==> src/rtl/multicycle_control_if.sv <==
// Control bundle between the multi-cycle main controller and the RV64 datapath/memory port.
// master = controller side, slave = datapath side.
interface multicycle_control_if #(
   parameter int unsigned COUNT_W = 32
);
   logic [6:0]         op_code;
   logic               mem_ready;
   logic               pc_write;
   logic               pc_write_cond;
   logic               ir_write;
   logic               i_or_d;
   logic               mem_read;
   logic               mem_write;
   logic [1:0]         mem_to_reg;
   logic               reg_write;
   logic               alu_src_a;
   logic [1:0]         alu_src_b;
   logic [1:0]         alu_op;
   logic [1:0]         pc_source;
   logic               illegal_op;
   logic [3:0]         state_o;
   logic [COUNT_W-1:0] instr_count;

   modport master (
      input  op_code, mem_ready,
      output pc_write, pc_write_cond, ir_write, i_or_d, mem_read, mem_write,
             mem_to_reg, reg_write, alu_src_a, alu_src_b, alu_op, pc_source,
             illegal_op, state_o, instr_count
   );

   modport slave (
      output op_code, mem_ready,
      input  pc_write, pc_write_cond, ir_write, i_or_d, mem_read, mem_write,
             mem_to_reg, reg_write, alu_src_a, alu_src_b, alu_op, pc_source,
             illegal_op, state_o, instr_count
   );
endinterface

==> src/rtl/multicycle_control.sv <==
// Multi-cycle main control FSM for the RV64 datapath: fetch/decode/execute/memory/writeback
// sequencing, memory-ready handshake, sticky illegal-opcode flag and retired-instruction count.
module multicycle_control #(
   parameter bit          ENABLE_IMM = 1'b1,
   parameter bit          ENABLE_JAL = 1'b1,
   parameter int unsigned COUNT_W    = 32
) (
   input logic                  clk,
   input logic                  rst,
   multicycle_control_if.master bus
);
   localparam int unsigned STATE_W = 4;

   typedef enum logic [STATE_W-1:0] {
      S_FETCH  = 4'd0,
      S_DECODE = 4'd1,
      S_MADDR  = 4'd2,
      S_MRD    = 4'd3,
      S_MWB    = 4'd4,
      S_MWR    = 4'd5,
      S_EXEC   = 4'd6,
      S_RWB    = 4'd7,
      S_BRANCH = 4'd8,
      S_JUMP   = 4'd9,
      S_TRAP   = 4'd15
   } state_e;

   localparam logic [6:0] OP_LD  = 7'b0000011;
   localparam logic [6:0] OP_SD  = 7'b0100011;
   localparam logic [6:0] OP_R   = 7'b0110011;
   localparam logic [6:0] OP_IMM = 7'b0010011;
   localparam logic [6:0] OP_BEQ = 7'b1100011;
   localparam logic [6:0] OP_JAL = 7'b1101111;

   typedef struct packed {
      logic       fetch;
      logic       mem_read;
      logic       mem_write;
      logic       i_or_d;
      logic       pc_write;
      logic       pc_write_cond;
      logic       reg_write;
      logic       alu_src_a;
      logic [1:0] mem_to_reg;
      logic [1:0] alu_src_b;
      logic [1:0] alu_op;
      logic [1:0] pc_source;
   } ctrl_t;

   // Moore output table; ir_write/pc_write in FETCH are added later from mem_ready.
   function automatic ctrl_t decode_ctrl(input state_e s, input logic is_imm);
      ctrl_t c;
      c = '0;
      case (s)
         S_FETCH: begin
            c.fetch     = 1'b1;
            c.mem_read  = 1'b1;
            c.alu_src_b = 2'b01;
         end
         S_DECODE: c.alu_src_b = 2'b11;
         S_MADDR: begin
            c.alu_src_a = 1'b1;
            c.alu_src_b = 2'b10;
         end
         S_MRD: begin
            c.mem_read = 1'b1;
            c.i_or_d   = 1'b1;
         end
         S_MWB: begin
            c.reg_write  = 1'b1;
            c.mem_to_reg = 2'b01;
         end
         S_MWR: begin
            c.mem_write = 1'b1;
            c.i_or_d    = 1'b1;
         end
         S_EXEC: begin
            c.alu_src_a = 1'b1;
            c.alu_src_b = is_imm ? 2'b10 : 2'b00;
            c.alu_op    = is_imm ? 2'b11 : 2'b10;
         end
         S_RWB: c.reg_write = 1'b1;
         S_BRANCH: begin
            c.alu_src_a     = 1'b1;
            c.alu_op        = 2'b01;
            c.pc_write_cond = 1'b1;
            c.pc_source     = 2'b01;
         end
         S_JUMP: begin
            c.reg_write  = 1'b1;
            c.mem_to_reg = 2'b10;
            c.pc_write   = 1'b1;
            c.pc_source  = 2'b10;
         end
         default: c = '0;
      endcase
      return c;
   endfunction

   state_e             state_q, state_d;
   ctrl_t              ctrl_q, ctrl_d;
   logic               is_store_q, is_store_d;
   logic               is_imm_q, is_imm_d;
   logic               illegal_q, illegal_d;
   logic [COUNT_W-1:0] count_q, count_d;
   logic               retire_c;

   // Next state, opcode-class latch, retire counting and next-cycle control decode.
   always_comb begin
      state_d    = state_q;
      is_store_d = is_store_q;
      is_imm_d   = is_imm_q;
      case (state_q)
         S_FETCH: if (bus.mem_ready) state_d = S_DECODE;
         S_DECODE: begin
            is_store_d = (bus.op_code == OP_SD);
            is_imm_d   = (bus.op_code == OP_IMM);
            case (bus.op_code)
               OP_LD, OP_SD: state_d = S_MADDR;
               OP_R:         state_d = S_EXEC;
               OP_IMM:       state_d = ENABLE_IMM ? S_EXEC : S_TRAP;
               OP_BEQ:       state_d = S_BRANCH;
               OP_JAL:       state_d = ENABLE_JAL ? S_JUMP : S_TRAP;
               default:      state_d = S_TRAP;
            endcase
         end
         S_MADDR:  state_d = is_store_q ? S_MWR : S_MRD;
         S_MRD:    if (bus.mem_ready) state_d = S_MWB;
         S_MWB:    state_d = S_FETCH;
         S_MWR:    if (bus.mem_ready) state_d = S_FETCH;
         S_EXEC:   state_d = S_RWB;
         S_RWB:    state_d = S_FETCH;
         S_BRANCH: state_d = S_FETCH;
         S_JUMP:   state_d = S_FETCH;
         S_TRAP:   state_d = S_TRAP;
         default:  state_d = S_TRAP;
      endcase

      retire_c  = (state_q != S_FETCH) && (state_d == S_FETCH);
      count_d   = retire_c ? count_q + COUNT_W'(1) : count_q;
      illegal_d = illegal_q | (state_d == S_TRAP);
      ctrl_d    = decode_ctrl(state_d, is_imm_d);
   end

   always_ff @(posedge clk) begin
      if (rst) begin
         state_q    <= S_FETCH;
         ctrl_q     <= decode_ctrl(S_FETCH, 1'b0);
         is_store_q <= 1'b0;
         is_imm_q   <= 1'b0;
         illegal_q  <= 1'b0;
         count_q    <= '0;
      end else begin
         state_q    <= state_d;
         ctrl_q     <= ctrl_d;
         is_store_q <= is_store_d;
         is_imm_q   <= is_imm_d;
         illegal_q  <= illegal_d;
         count_q    <= count_d;
      end
   end

   // Strobes are forced low during the reset cycle; fetch completion follows mem_ready.
   logic fetch_done_c;
   assign fetch_done_c = ctrl_q.fetch & bus.mem_ready & ~rst;

   assign bus.mem_read      = ctrl_q.mem_read & ~rst;
   assign bus.mem_write     = ctrl_q.mem_write & ~rst;
   assign bus.ir_write      = fetch_done_c;
   assign bus.pc_write      = (ctrl_q.pc_write & ~rst) | fetch_done_c;
   assign bus.pc_write_cond = ctrl_q.pc_write_cond & ~rst;
   assign bus.reg_write     = ctrl_q.reg_write & ~rst;
   assign bus.i_or_d        = ctrl_q.i_or_d;
   assign bus.mem_to_reg    = ctrl_q.mem_to_reg;
   assign bus.alu_src_a     = ctrl_q.alu_src_a;
   assign bus.alu_src_b     = ctrl_q.alu_src_b;
   assign bus.alu_op        = ctrl_q.alu_op;
   assign bus.pc_source     = ctrl_q.pc_source;
   assign bus.illegal_op    = illegal_q;
   assign bus.state_o       = state_q;
   assign bus.instr_count   = count_q;
endmodule

==> src/flat_wrapper.sv <==
// flat-port wrapper written by rule: the top's interface ports become plain ports
module multicycle_control_flat 
#(
   parameter bit          ENABLE_IMM = 1'b1,
   parameter bit          ENABLE_JAL = 1'b1,
   parameter int unsigned COUNT_W    = 32
)
  (clk, rst, bus_op_code, bus_mem_ready, bus_pc_write, bus_pc_write_cond, bus_ir_write, bus_i_or_d, bus_mem_read, bus_mem_write, bus_mem_to_reg, bus_reg_write, bus_alu_src_a, bus_alu_src_b, bus_alu_op, bus_pc_source, bus_illegal_op, bus_state_o, bus_instr_count);
  multicycle_control_if #(.COUNT_W(COUNT_W)) bus_i ();
  input logic clk;
  input logic rst;
  input wire logic [$bits(bus_i.op_code)-1:0] bus_op_code;
  input wire logic [$bits(bus_i.mem_ready)-1:0] bus_mem_ready;
  output wire logic [$bits(bus_i.pc_write)-1:0] bus_pc_write;
  output wire logic [$bits(bus_i.pc_write_cond)-1:0] bus_pc_write_cond;
  output wire logic [$bits(bus_i.ir_write)-1:0] bus_ir_write;
  output wire logic [$bits(bus_i.i_or_d)-1:0] bus_i_or_d;
  output wire logic [$bits(bus_i.mem_read)-1:0] bus_mem_read;
  output wire logic [$bits(bus_i.mem_write)-1:0] bus_mem_write;
  output wire logic [$bits(bus_i.mem_to_reg)-1:0] bus_mem_to_reg;
  output wire logic [$bits(bus_i.reg_write)-1:0] bus_reg_write;
  output wire logic [$bits(bus_i.alu_src_a)-1:0] bus_alu_src_a;
  output wire logic [$bits(bus_i.alu_src_b)-1:0] bus_alu_src_b;
  output wire logic [$bits(bus_i.alu_op)-1:0] bus_alu_op;
  output wire logic [$bits(bus_i.pc_source)-1:0] bus_pc_source;
  output wire logic [$bits(bus_i.illegal_op)-1:0] bus_illegal_op;
  output wire logic [$bits(bus_i.state_o)-1:0] bus_state_o;
  output wire logic [$bits(bus_i.instr_count)-1:0] bus_instr_count;
  assign bus_i.op_code = bus_op_code;
  assign bus_i.mem_ready = bus_mem_ready;
  assign bus_pc_write = bus_i.pc_write;
  assign bus_pc_write_cond = bus_i.pc_write_cond;
  assign bus_ir_write = bus_i.ir_write;
  assign bus_i_or_d = bus_i.i_or_d;
  assign bus_mem_read = bus_i.mem_read;
  assign bus_mem_write = bus_i.mem_write;
  assign bus_mem_to_reg = bus_i.mem_to_reg;
  assign bus_reg_write = bus_i.reg_write;
  assign bus_alu_src_a = bus_i.alu_src_a;
  assign bus_alu_src_b = bus_i.alu_src_b;
  assign bus_alu_op = bus_i.alu_op;
  assign bus_pc_source = bus_i.pc_source;
  assign bus_illegal_op = bus_i.illegal_op;
  assign bus_state_o = bus_i.state_o;
  assign bus_instr_count = bus_i.instr_count;
  multicycle_control #(.ENABLE_IMM(ENABLE_IMM), .ENABLE_JAL(ENABLE_JAL), .COUNT_W(COUNT_W)) u_core (.clk(clk), .rst(rst), .bus(bus_i));
endmodule
==> config.mk <==
export PLATFORM = sky130hd
export DESIGN_NAME = multicycle_control_flat
export DESIGN_NICKNAME = d
export VERILOG_FILES = /design/src/rtl/multicycle_control_if.sv /design/src/rtl/multicycle_control.sv /design/src/flat_wrapper.sv
export SDC_FILE = /design/constraint.sdc
export NUM_CORES = 1
export LEC_CHECK = 0
export BUFFER_PORTS_ARGS = -buffer_cell sky130_fd_sc_hd__buf_2
export CAP_MARGIN = 20
export CORE_AREA = 2 2 71 73
export CTS_CLUSTER_SIZE = 10
export DETAILED_ROUTE_END_ITERATION = 8
export DIE_AREA = 0 0 73 75
export PLACE_DENSITY = 0.85
export SYNTH_ARGS = -nofsm -noshare
export SYNTH_HDL_FRONTEND = slang
export SYNTH_SLANG_ARGS = --single-unit
==> constraint.sdc <==
create_clock -name clk -period 3.8 [get_ports clk]
set_input_delay 0.76 -clock clk [delete_from_list [all_inputs] [get_ports clk]]
set_output_delay 0.76 -clock clk [all_outputs]
set_load 0.02 [all_outputs]
==> metrics.md <==
| Metric | Value |
|---|---|
| Hold_buf cts | `0` |
| Die Y-Extent | `approximately 75 um` |
| Placeable core area | `about 4700 um^2` |
| Layout overhead on the synthesized area | `12.54%` |
| Vias in the first global route | `~2100` |
| Post-synthesis cell count | `316` |
| Max stage delay on crit path | `0.51 ns` |
| First-pass detailed-route iteration total | `4` |
| Crit start category | `input port` |
| Met1 usage in global routing | `a little over a quarter` |
| Post-CTS setup buffer count | `0` |
| FMAX | `approximately 340 MHz` |
| Drt wl/cell | `approximately 14 um` |
| Number of synthesized register bits | `53` |
| Detailed-route DRC error count | `0` |
| Largest register FFs | `32` |
| Min-delay src | `u_core.bus.instr_count[31]$_SDFFE_PP0P_` |
| YS warnings | `0` |
| Worst VDD drop | `~0.25 mV` |
| Mean Syn Cell Area | `slightly above 8 um^2` |
| CTS tree | `done` |
| WL final | `roughly 5800 um` |
| Status | `complete, no violations` |
| Synthesized area | `between 2000 and 3000 um^2` |
| Fin crit share | `approximately 77%` |
| Die W | `about 73 um` |
| Synth cell count leaders | `dfxtp_1 (53), nor2_1 (35), a21oi_1 (25)` |
| Sequential fraction of the synthesis area | `between 40% and 50%` |
| Vias per std cell | `just under 6` |
| Iter 0 DRT Violations | `~150` |
| Post-layout power | `1.764 mW` |
| Leading area contributor after synthesis | `dfxtp_1` |
| Initial Util | `between 50% and 60%` |
| R2R Setup Slk | `around 1.1 ns` |
| Worst EP required | `4.04 ns` |
| EDFF count, synth | `0` |
| Clk slew on worst S/H paths | `roughly 0.10 ns` |
| Rel. slew slack | `between 60% and 70%` |
| Worst-path cell chain | `buf_2, nor4bb_1, nor2b_1, o21a_1, nand4_1, or3_1, a21oi_1` |
| Initial antenna violation count | `0` |
| First-pass GRT wire length | `around 9500 um` |
| Setup TNS | `0 ns` |
| Grt met3 use | `around 4.6%` |
| H-tree levels | `2` |
| Post-CTS sizing | `0` |
| CP max-delay cell | `nand4_1` |
| Root buf cell | `clkbuf_8` |
| Leakage | `1.189 nW` |
| Clock latency on the worst-skew pair | `between 0.3 and 0.4 ns` |
| Power density cells | `597.1 nW/um^2` |
| Rows | `25` |
| Slew of the pin with the lowest slew margin | `between 0.5 and 0.6 ns` |
| CTS Buf Count | `5` |
| Final Hold Fails | `0` |
| Setup violators final | `0` |
| Fin nets | `372` |
| Clock buffer depth | `2` |
| Path depth of the worst reg2reg path | `6` |
| Element type at the critical path end | `flop` |
| Most frequent cell after synthesis | `dfxtp_1` |
| Detail Placement HPWL | `about 4100 um` |
| Worst R2R End | `u_core.bus.instr_count[21]$_SDFFE_PP0P_` |
| Fraction of post-synthesis cell area in the top cell type by area | `40.42%` |
| Unique masters post-synth | `50` |
| R2r startpoint | `u_core.bus.state_o[2]$_SDFF_PP0_` |
| Critical path class | `input port to flop` |
| CP arrival | `3.17 ns` |
| GRT Total Usage | `between 20 and 25%` |
| Largest net degree at the start of global routing | `49` |
| Largest cells by area after synthesis | `dfxtp_1 (40%), nor2_1 (5.0%), a21oi_1 (4.8%)` |
| Clk sinks | `53` |
| Final Skew | `between 0.008 and 0.009 ns` |
| Max Fanout on Critical Path | `15` |
| Syn Nets | `327` |
| Worst hold path type | `flop to flop` |
| RSZ-0062 raised after global routing | `false` |
| Die area | `roughly 5500 um^2` |
| Routed vias | `about 2400` |
| GRT busiest layer | `met2` |
| Hold depth | `2` |
| Max Cap Violations | `0` |
| Port buffer count | `62` |
| Ant. Diodes | `0` |
| Slew Viols, Final | `0` |
| Tmin final | `2.927 ns` |
| GR Util met2 | `between 30 and 40%` |
| Post-route ant nets | `0` |
| Fin Hold WS | `~0.5 ns` |
| GPL Wtd Cong | `between 0.7 and 0.8` |
| Ratio of cells with drive above 1 in the final layout | `between 20% and 30%` |
| Io pins | `63` |
| Total grt overflow | `0` |
| Top_reg_cell synth | `dfxtp_1` |
| Hold Path Sink | `u_core.bus.instr_count[31]$_SDFFE_PP0P_` |
| Ys async rst share | `0%` |
-- how the worst max path moves through the flow --
stage	from	slack, ns	cells after the start	endpoint
4_1_cts	bus_op_code[3]	0.90	7	u_core.bus.instr_count[21]$_SDFFE_PP0P_
2_1_floorplan	bus_op_code[3]	1.31	7	u_core.bus.instr_count[27]$_SDFFE_PP0P_
3_3_place_gp	bus_op_code[3]	0.69	7	u_core.bus.instr_count[28]$_SDFFE_PP0P_
6_report	bus_op_code[3]	0.87	7	u_core.bus.instr_count[21]$_SDFFE_PP0P_
3_5_place_dp	bus_op_code[3]	0.56	7	u_core.bus.instr_count[14]$_SDFFE_PP0P_
5_1_grt	bus_op_code[3]	0.57	7	u_core.bus.instr_count[21]$_SDFFE_PP0P_
-- report_power, final --
part	internal, mW	switching, mW	total, mW
combinational	0.253	0.455	0.709
clock	0.134	0.202	0.336
sequential	0.636	0.0823	0.719
-- cell type report --
class                   count  area (um^2)
clock buffers               5        68.82
repair buffers             64        325.3
multi-input cells         231         1383
inverters                   6        22.52
fillers                   401         1707
flip-flops and latches     53         1061
well taps                  54        67.56
clock inverters             3        26.28
-- cell usage in the layout (no fill, tap or decap), types with 6 or more instances in the layout --
| cell | Yosys | layout |
|---|---|---|
| buf_2 | 3 | 62 |
| dfxtp_1 | 53 | 53 |
| nor2_1 | 35 | 35 |
| a21oi_1 | 25 | 25 |
| nand2_1 | 20 | 20 |
| nand3_1 | 18 | 18 |
| o21ai_0 | 14 | 14 |
| o31ai_1 | 12 | 12 |
| or3_1 | 11 | 11 |
| nand4_1 | 11 | 11 |
| xor2_1 | 11 | 11 |
| or4_1 | 10 | 10 |
| and3_1 | 8 | 8 |
| nor2b_1 | 8 | 8 |
| inv_1 | 6 | 6 |
-- kinds of logic (layout without fill, tap and decap cells) --
logic type | count (synthesis) | after routing | synth area share (%)
flip-flops | 53 | 53 | 40.42
XOR/XNOR | 14 | 14 | 4.671
adder cells (fa/ha/maj) | 1 | 1 | 0.4766
AND/OR/NAND/NOR | 145 | 145 | 30.36
buffers and inverters | 32 | 78 | 6.911
multiplexers | 1 | 1 | 0.3813
AO/OA/AOI/OAI | 70 | 70 | 16.78
-- per-stage QoR --
stage / setup slack, ns / instances / utilization [%] / area (um^2)
2_1_floorplan: 1.311 / 316 / - / 2625
3_3_place_gp: 0.6910 / 408 / 61.34 / 2859
3_5_place_dp: 0.5623 / 408 / 61.34 / 2859
4_1_cts: 0.9048 / 416 / 63.38 / 2954
5_1_grt: 0.5713 / 416 / 63.38 / 2954
6_report: 0.8731 / 416 / 63.38 / 2954
-- worst max-delay path, delay by kind of cell --
kind / cells / cell delay, ns
compound gates: 2 / 0.58
buf+inv: 1 / 0.11
simple gates: 4 / 1.72
-- per-layer routing --
metal	up-vias	share of wire, %
met4	0	1.4
li1	1228	-
met2	61	49
met3	5	4.6
met1	1140	45
met5	-	0
No activity file was read; power rests on OpenSTA's default activity.
